[config.mk]
export PLATFORM = sky130hd
export DESIGN_NAME = mmio_bridge
export DESIGN_NICKNAME = d
export VERILOG_FILES = /design/src/rtl/mmio_pkg.sv /design/src/rtl/mmio_decoder.sv /design/src/rtl/mmio_reg.sv /design/src/rtl/mmio_bridge.sv
export SDC_FILE = /design/constraint.sdc
export NUM_CORES = 1
export LEC_CHECK = 0
export BUFFER_PORTS_ARGS = -buffer_cell sky130_fd_sc_hd__buf_2
export CELL_PAD_IN_SITES_DETAIL_PLACEMENT = 0
export CELL_PAD_IN_SITES_GLOBAL_PLACEMENT = 1
export CORE_ASPECT_RATIO = 1.4
export CORE_MARGIN = 4
export CORE_UTILIZATION = 29
export CTS_BUF_LIST = sky130_fd_sc_hd__clkbuf_4
export DETAILED_ROUTE_END_ITERATION = 7
export GPL_TIMING_DRIVEN = 0
export PLACE_DENSITY_LB_ADDON = 0.1
export SLEW_MARGIN = 20
export SYNTH_ARGS = -nofsm -noshare
export SYNTH_HDL_FRONTEND = slang
export SYNTH_SLANG_ARGS = --single-unit
[constraint.sdc]
create_clock -name clk -period 1.7 [get_ports clk]
set_input_delay 0.34 -clock clk [delete_from_list [all_inputs] [get_ports clk]]
set_output_delay 0.34 -clock clk [all_outputs]
set_load 0.02 [all_outputs]
[src/rtl/mmio_pkg.sv]
// Shared definitions for the memory-mapped I/O bridge: slave address map,
// FSM state encoding and the address-match helper used by the decoder.
package mmio_pkg;

    localparam int NUM_SLAVES_DEFAULT     = 4;
    localparam int TIMEOUT_CYCLES_DEFAULT = 15;

    // Slave order: 0 = data RAM, 1 = led_mmap, 2 = switch input, 3 = timer
    localparam logic [31:0] SLAVE_BASE [NUM_SLAVES_DEFAULT] = '{
        32'h0000_0000, 32'h8000_0000, 32'h8000_0010, 32'h8000_0020
    };
    localparam logic [31:0] SLAVE_MASK [NUM_SLAVES_DEFAULT] = '{
        32'hFFFF_C000, 32'hFFFF_FFF0, 32'hFFFF_FFF0, 32'hFFFF_FFF0
    };

    typedef enum logic [1:0] {
        IDLE   = 2'd0,
        ACCESS = 2'd1,
        RESP   = 2'd2,
        ERR    = 2'd3
    } state_e;

    typedef enum logic {
        OP_READ  = 1'b0,
        OP_WRITE = 1'b1
    } op_e;

    function automatic logic slave_match(input logic [31:2] addr, input int idx);
        return ((addr & SLAVE_MASK[idx][31:2]) == SLAVE_BASE[idx][31:2]);
    endfunction

endpackage

[src/rtl/mmio_decoder.sv]
// Combinational address decoder: reports whether any slave claims the word
// address and which one, with the lowest index winning on overlap.
module mmio_decoder
    import mmio_pkg::*;
#(
    parameter int NUM_SLAVES = NUM_SLAVES_DEFAULT,
    parameter int SEL_W      = (NUM_SLAVES > 1) ? $clog2(NUM_SLAVES) : 1
) (
    input  logic [31:2]      addr,
    output logic             hit,
    output logic [SEL_W-1:0] sel
);

    // Scan from the top index down so the lowest matching slave is kept last
    always_comb begin
        hit = 1'b0;
        sel = '0;
        for (int i = NUM_SLAVES - 1; i >= 0; i--) begin
            hit = hit | slave_match(addr, i);
            sel = slave_match(addr, i) ? SEL_W'(i) : sel;
        end
    end

endmodule

[src/rtl/mmio_reg.sv]
// Generic enabled register with synchronous active-high clear.
module mmio_reg #(
    parameter int WIDTH = 32
) (
    input  logic             clk,
    input  logic             reset,
    input  logic             en,
    input  logic [WIDTH-1:0] d,
    output logic [WIDTH-1:0] q
);

    // Load on enable, otherwise hold
    always_ff @(posedge clk) begin
        if (reset) begin
            q <= '0;
        end else if (en) begin
            q <= d;
        end else begin
            q <= q;
        end
    end

endmodule

[src/rtl/mmio_bridge.sv]
// Core data-port to memory-mapped peripheral bridge: decodes, strobes one
// slave, waits for its ready with a timeout, and reports bus errors.
module mmio_bridge
    import mmio_pkg::*;
#(
    parameter int NUM_SLAVES     = NUM_SLAVES_DEFAULT,
    parameter int TIMEOUT_CYCLES = TIMEOUT_CYCLES_DEFAULT
) (
    input  logic                     clk,
    input  logic                     reset,
    input  logic                     cpu_re,
    input  logic                     cpu_we,
    input  logic [31:2]              cpu_addr,
    input  logic [31:0]              cpu_wd,
    output logic [31:0]              cpu_rd,
    output logic                     cpu_stall,
    output logic                     cpu_err,
    output logic [31:2]              err_addr,
    output logic [NUM_SLAVES-1:0]    s_re,
    output logic [NUM_SLAVES-1:0]    s_we,
    output logic [31:2]              s_addr,
    output logic [31:0]              s_wd,
    input  logic [NUM_SLAVES*32-1:0] s_rd,
    input  logic [NUM_SLAVES-1:0]    s_ready
);

    localparam int SEL_W = (NUM_SLAVES > 1) ? $clog2(NUM_SLAVES) : 1;
    localparam int CNT_W = (TIMEOUT_CYCLES > 1) ? $clog2(TIMEOUT_CYCLES) : 1;
    localparam logic [CNT_W-1:0] CNT_LAST = CNT_W'(TIMEOUT_CYCLES - 1);

    state_e             state_r;
    state_e             state_nxt_s;
    logic [31:2]        addr_r;
    logic [31:0]        wd_r;
    op_e                op_r;
    logic [SEL_W-1:0]   sel_r;
    logic [CNT_W-1:0]   cnt_r;
    logic [CNT_W-1:0]   cnt_nxt_s;
    logic               latch_s;
    logic               dec_hit_s;
    logic [SEL_W-1:0]   dec_sel_s;
    logic               rd_en_s;
    logic [31:0]        rd_d_s;
    logic [31:0]        rd_q_r;
    logic               err_en_s;

    mmio_decoder #(
        .NUM_SLAVES (NUM_SLAVES),
        .SEL_W      (SEL_W)
    ) u_dec (
        .addr (cpu_addr),
        .hit  (dec_hit_s),
        .sel  (dec_sel_s)
    );

    mmio_reg #(.WIDTH(32)) u_rd_q (
        .clk   (clk),
        .reset (reset),
        .en    (rd_en_s),
        .d     (rd_d_s),
        .q     (rd_q_r)
    );

    mmio_reg #(.WIDTH(30)) u_err_addr (
        .clk   (clk),
        .reset (reset),
        .en    (err_en_s),
        .d     (addr_r),
        .q     (err_addr)
    );

    assign s_addr = addr_r;
    assign s_wd   = wd_r;

    // FSM state register
    always_ff @(posedge clk) begin
        if (reset) begin
            state_r <= IDLE;
        end else begin
            state_r <= state_nxt_s;
        end
    end

    // Request capture and timeout counter
    always_ff @(posedge clk) begin
        if (reset) begin
            addr_r <= '0;
            wd_r   <= '0;
            op_r   <= OP_READ;
            sel_r  <= '0;
            cnt_r  <= '0;
        end else begin
            if (latch_s) begin
                addr_r <= cpu_addr;
                wd_r   <= cpu_wd;
                op_r   <= cpu_we ? OP_WRITE : OP_READ;
                sel_r  <= dec_sel_s;
            end else begin
                addr_r <= addr_r;
                wd_r   <= wd_r;
                op_r   <= op_r;
                sel_r  <= sel_r;
            end
            cnt_r <= cnt_nxt_s;
        end
    end

    // Next-state, strobes and core-side handshake
    always_comb begin
        state_nxt_s = state_r;
        cnt_nxt_s   = cnt_r;
        latch_s     = 1'b0;
        rd_en_s     = 1'b0;
        rd_d_s      = '0;
        err_en_s    = 1'b0;
        cpu_stall   = 1'b0;
        cpu_err     = 1'b0;
        cpu_rd      = '0;
        s_re        = '0;
        s_we        = '0;
        case (state_r)
            IDLE: begin
                cpu_stall = cpu_re | cpu_we;
                if (cpu_re | cpu_we) begin
                    latch_s     = 1'b1;
                    state_nxt_s = dec_hit_s ? ACCESS : ERR;
                end else begin
                    state_nxt_s = IDLE;
                end
            end
            ACCESS: begin
                cpu_stall = 1'b1;
                if (op_r == OP_WRITE) begin
                    s_we[sel_r] = 1'b1;
                end else begin
                    s_re[sel_r] = 1'b1;
                end
                if (s_ready[sel_r]) begin
                    rd_en_s     = 1'b1;
                    rd_d_s      = (op_r == OP_WRITE) ? 32'h0000_0000 : s_rd[sel_r*32 +: 32];
                    cnt_nxt_s   = '0;
                    state_nxt_s = RESP;
                end else if (cnt_r == CNT_LAST) begin
                    cnt_nxt_s   = '0;
                    state_nxt_s = ERR;
                end else begin
                    cnt_nxt_s   = cnt_r + CNT_W'(1);
                    state_nxt_s = ACCESS;
                end
            end
            RESP: begin
                cpu_rd      = rd_q_r;
                state_nxt_s = IDLE;
            end
            ERR: begin
                cpu_err     = 1'b1;
                err_en_s    = 1'b1;
                state_nxt_s = IDLE;
            end
            default: begin
                state_nxt_s = IDLE;
            end
        endcase
    end

endmodule

Yosys cells after proc, flatten, opt, wreduce, memory -nomap -nowiden
Cells that the tools add are included.

Flip-flop bits (word level): 133. Bits of input ports: 198.

Muxes and demuxes: 30. Bitwise gates (word level): 4. Shift-type cells: 1. Equal/unequal tests: 7. Add/sub/neg operators: 1. $lt $le $gt $ge: 2. Reduce and logical (&&, ||, !) cells: 4.

Operator list (count): 2-to-1 mux 32 bit (4); variable part select 128 x 8 -> 32 bit (1); equality test 28 bit, second input constant (3); zero test 30 bit (1); 2-to-1 mux 4 bit (6); 2-to-1 mux 2 bit (8); 2-to-1 mux 1 bit (8); case mux 2 bit (3 select lines) (1); adder 4 x 1 -> 4 bit, second input constant (1); equality test 2 bit, second input constant (2); equality test 4 bit, second input constant (1); bitwise OR 1 bit (4); less-than comparator 2 x 3 -> 1 bit, second input constant (1); binary-select mux 1 bit (select 2 bit) (1); demux 1 bit (select 2 bit) (1); equality test 2 x 1 -> 1 bit, second input constant (1); greater-or-equal comparator 2 x 1 -> 1 bit, second input constant (1); zero test 2 bit (1); case mux 1 bit (2 select lines) (1); OR reduction 2 bit (1); logical AND 1 bit (1).

Logic depth before layout (Yosys ltp)
Depth in word-level cells: 7. Depth in mapped cells: 7. Depth with buffers taken out: 5.

Modules after synthesis
Synthesis repeated with hierarchy kept, for this count alone.

Cell total of the unflattened synthesis: 685. Area total of the unflattened synthesis: 6496.2 µm².

Modules (own cells, without submodules): mmio_bridge (area an instance 4102.7 µm², seq. area each 1421.4 µm², instances 1, cells each 468); mmio_reg (u_rd_q) (area an instance 1163.6 µm², seq. area each 640.6 µm², instances 1, cells each 103); mmio_reg (u_err_addr) (area an instance 1096.1 µm², seq. area each 600.6 µm², instances 1, cells each 97); mmio_decoder (area an instance 133.9 µm², seq. area each 0.0 µm², instances 1, cells each 17).

Least setup slack after synthesis
No wires, ideal clock.

Kind: register to output. From: register sel_r[1]. To: output port s_we[2]. Arrival: 1377 ps. Cell stages (with the launch flop): 5. Slack: -17 ps. Path buffers: 2. Cell sequence: dfxtp_1 -> clkbuf_1 -> clkbuf_1 -> nand2b_1 -> nor2_1.

Word-level cells in the longest chain between the ends: 6. Elaborated cells on any way between the ends: 7. Those cells by class: order compare (2); mux (4); reduce/logical (1).

Ends and longest elaborated chain: start: declaration (RTL line mmio_bridge.sv:36) `logic [SEL_W-1:0] sel_r;`; start signal: assignment (RTL line mmio_bridge.sv:97) `sel_r <= dec_sel_s;`; start signal: assignment (RTL line mmio_bridge.sv:102) `sel_r <= sel_r;`; less-than comparator 2 x 3 -> 1 bit (not written as such) / greater-or-equal comparator 2 x 1 -> 1 bit (equally long branches) (RTL line mmio_bridge.sv:134) `s_we[sel_r] = 1'b1;`; logical AND 1 bit (not written as such) (RTL line mmio_bridge.sv:134); 2-to-1 mux 1 bit (not written as such) (RTL line mmio_bridge.sv:134); demux 1 bit (select 2 bit) * (RTL line mmio_bridge.sv:134); 2-to-1 mux 4 bit * (RTL line mmio_bridge.sv:133) `if (op_r == OP_WRITE) begin`; 2-to-1 mux 4 bit * (RTL line mmio_bridge.sv:121) `case (state_r)`; end: declaration (RTL line mmio_bridge.sv:20) `output logic [NUM_SLAVES-1:0] s_we,`.

Mark *: on every way between the ends. The rest lies on a longest branch, timed or not.

Worst setup path in the final report
From: register state_r[1]. To: output port s_re[2].

Word-level cells in the longest chain between the ends: 2.

Ends and longest elaborated chain: start: declaration (RTL line mmio_bridge.sv:31) `state_e state_r;`; start signal: assignment (RTL line mmio_bridge.sv:80) `state_r <= state_nxt_s;`; equality test 2 x 1 -> 1 bit (RTL line mmio_bridge.sv:121); 2-to-1 mux 4 bit (RTL line mmio_bridge.sv:121); end: declaration (RTL line mmio_bridge.sv:19) `output logic [NUM_SLAVES-1:0] s_re,`.

No other way between the ends.

==> results_dict.tcl <==
set metrics [dict create \
    setup.worst_path.class "flop to primary output" \
    max-vdd-ir-drop_mv 0.4617 \
    numPortBuffers 330 \
    grt_pass1_wl_microns 34180 \
    clock.fmax_mhz 512.5 \
    start_util 0.2954 \
    synth_ff_type "dfxtp_1" \
    die_h_microns 176.2 \
    drive_gt1_frac 0.4890 \
    synth_cells 659 \
    status "finished with violations" \
    r2r_slack_ps -110 \
    rows 61 \
    synth_edf_count 0 \
    holdPathStages 3 \
    ys_seq_area_frac 0.4542 \
    viasPerCell 4.664 \
    whs_ps 61.18 \
    ant_nets 0 \
    nets 1280 \
    r2r_cells 7 \
    violations "setup timing" \
    cts_tree "yes" \
    fin_crit_ps 1951 \
    async_reset_ff_frac 0 \
    fin_skew_ps 17.93 \
    gp_congestion 0.7717 \
    synth_warnings 0 \
    grt_max_degree 19 \
    syn_area_per_cell_sq_um 8.895 \
    post-place-ws_ps -515.5 \
    syn-num-nets 857 \
    crit_arrival_ps 1610 \
    final-hold-violation-count 0 \
    drt_first_pass_iters 4 \
    slew_headroom 0.5798 \
    powerDensity_nw_per_um2 800.5 \
    crit_fanout 5 \
    fin_ws_ps -251.0 \
    cts_root_buffer "clkbuf_4" \
    cpPeakStageDelay_ps 370 \
    overflow 0 \
    clock-sinks 133 \
    grt_use_total 0.1954 \
    drv_cap 0 \
    cp_cell_sequence "and2b_4, nand2b_4, nor2_4, buf_6" \
    drc 0 \
    critPathCaptureType "primary output" \
    setup_viol 65 \
    wire_per_inst_microns 16.81 \
    worstPathRequired_ps 1360 \
    critPathSlowestCell "dfxtp_4" \
    die_area_sq_um 22580 \
    first_iter_violations 186 \
    coreArea_sq_um 19840 \
    layout_commonest_cell "buf_2" \
    tightestPinTransition_ps 630.4 \
    grt_setup_unrepaired "true" \
    areaGrowthSynthToFinish_pct 65.57 \
    cp_top_family "simple AND/OR/NAND/NOR gates" \
    die_x_microns 128.2 \
    cts.reportedPaths.clkPinSlew_ps 120 \
    numCtsBuffers 17 \
    antenna_found_initial 1 \
    cts_max_level 4 \
    ctsLongestPathBuffers 2 \
    grt_pass1_vias 6341 \
    synth-seq-cells 133 \
    vias 6282 \
    slew_viol_final 0 \
    worst-path-buf-inv 1 \
    wl_microns 22640 \
    synth_cell_types 32 \
    netlist_area_sq_um 5862 \
    fin_crit_sh 1.148 \
    ioPinCount 332 \
    leakage_nw 4.258 \
    dp_hpwl_microns 17410 \
    hold_class "input port to flop" \
    mostFrequentLayoutCells "buf_2, nand2_1, dfxtp_1" \
    worstSkewPairLatency_ps 540 \
    cp-start-kind "flop" \
    cp.depth 4 \
]
==> registers in the layout, summed over array words and instances (netlist names) <==
register,count
s_wd,32
cnt_r,4
sel_r,2
u_rd_q.q,32
u_err_addr.q,30
op_r,1
state_r,2
s_addr,30
==> where the power goes <==
part | total (mW) | leakage, nW | internal (mW) | switching, mW
clock network | 2.40 | 0.162 | 1.17 | 1.22
registers | 3.46 | 1.09 | 3.32 | 0.136
logic | 1.92 | 3.01 | 0.884 | 1.03
total | 7.77 | 4.26 | 5.38 | 2.39
==> path summary, 6_finish.rpt <==
path,from,end
worst min-delay path,cpu_addr[12],s_addr[12]
worst max register to register,sel_r[0],u_rd_q.q[27]
worst min register to register,u_err_addr.q[29],u_err_addr.q[29]
worst max-delay path,state_r[1],s_re[2]
==> synthesized netlist by cell type, types with 3 or more instances <==
library cell,number,share of area
nor3_1,4,0.0034
and2_1,32,0.034
inv_1,3,0.0019
nor2_1,49,0.031
a22oi_1,6,0.0077
clkbuf_1,39,0.025
buf_2,3,0.0026
nor4_1,6,0.0064
nand2_1,193,0.12
buf_6,4,0.0077
buf_1,3,0.0019
mux4_2,33,0.13
nand3_1,3,0.0026
nand2b_1,4,0.0043
a22oi_2,26,0.055
buf_4,4,0.0051
dfxtp_1,133,0.45
a21oi_1,96,0.082
==> tightest hold or removal path: cells and delay by family <==
kind | cells | cell delay, ps
buffers and inverters | 1 | 100
and+or+nand+nor | 1 | 50
AOI/OAI and AO/OA | 1 | 60
==> repair_timing <==
item | CTS | global route
setup buffers | 16 | 5
gates cloned | 6 | 2
pin swaps | 48 | 20
hold buffers | 53 | 0
resized for setup | 210 | 46
hold endpoints to repair | 53 | 0
endpoints found under the setup margin | 134 | 128
==> cell type report <==
class / instances / area, sq um
clock buffer: 18 / 135.1
antenna: 1 / 2.502
fill: 2039 / 10140
multi-input combinational: 470 / 3194
sequential: 133 / 2675
inverter: 3 / 11.26
buffer: 48 / 409.1
clock inverter: 13 / 182.7
timing repair buffer: 409 / 2780
tap: 252 / 315.3
==> per-stage QoR <==
stage	total power [mW]	utilization	cells	setup TNS [ps]	instance area, sq um
2_1_floorplan	4.380	-	659	0	5863
3_3_place_gp	5.052	0.3946	1241	-33600	7830
3_5_place_dp	5.059	0.3946	1241	-33080	7830
4_1_cts	7.857	0.4844	1345	-14380	9613
5_1_grt	8.182	0.4891	1347	-18560	9706
6_report	7.769	0.4891	1347	-11000	9706
==> metal layers <==
layer,track usage,up-vias,part of all wire
met1,0.2026,2902,0.36
met4,0.07345,0,0.029
met5,0,-,0
met2,0.3652,233,0.53
met3,0.05841,39,0.075
li1,-,3108,-
==> cells by family after synthesis <==
group	synth area share
simple gates	0.2128
compound gates	0.1575
flops	0.4542
buf+inv	0.04418
mux	0.1268
xor+xnor	0.004483
Note: power is estimated with default switching activity, not from simulation.
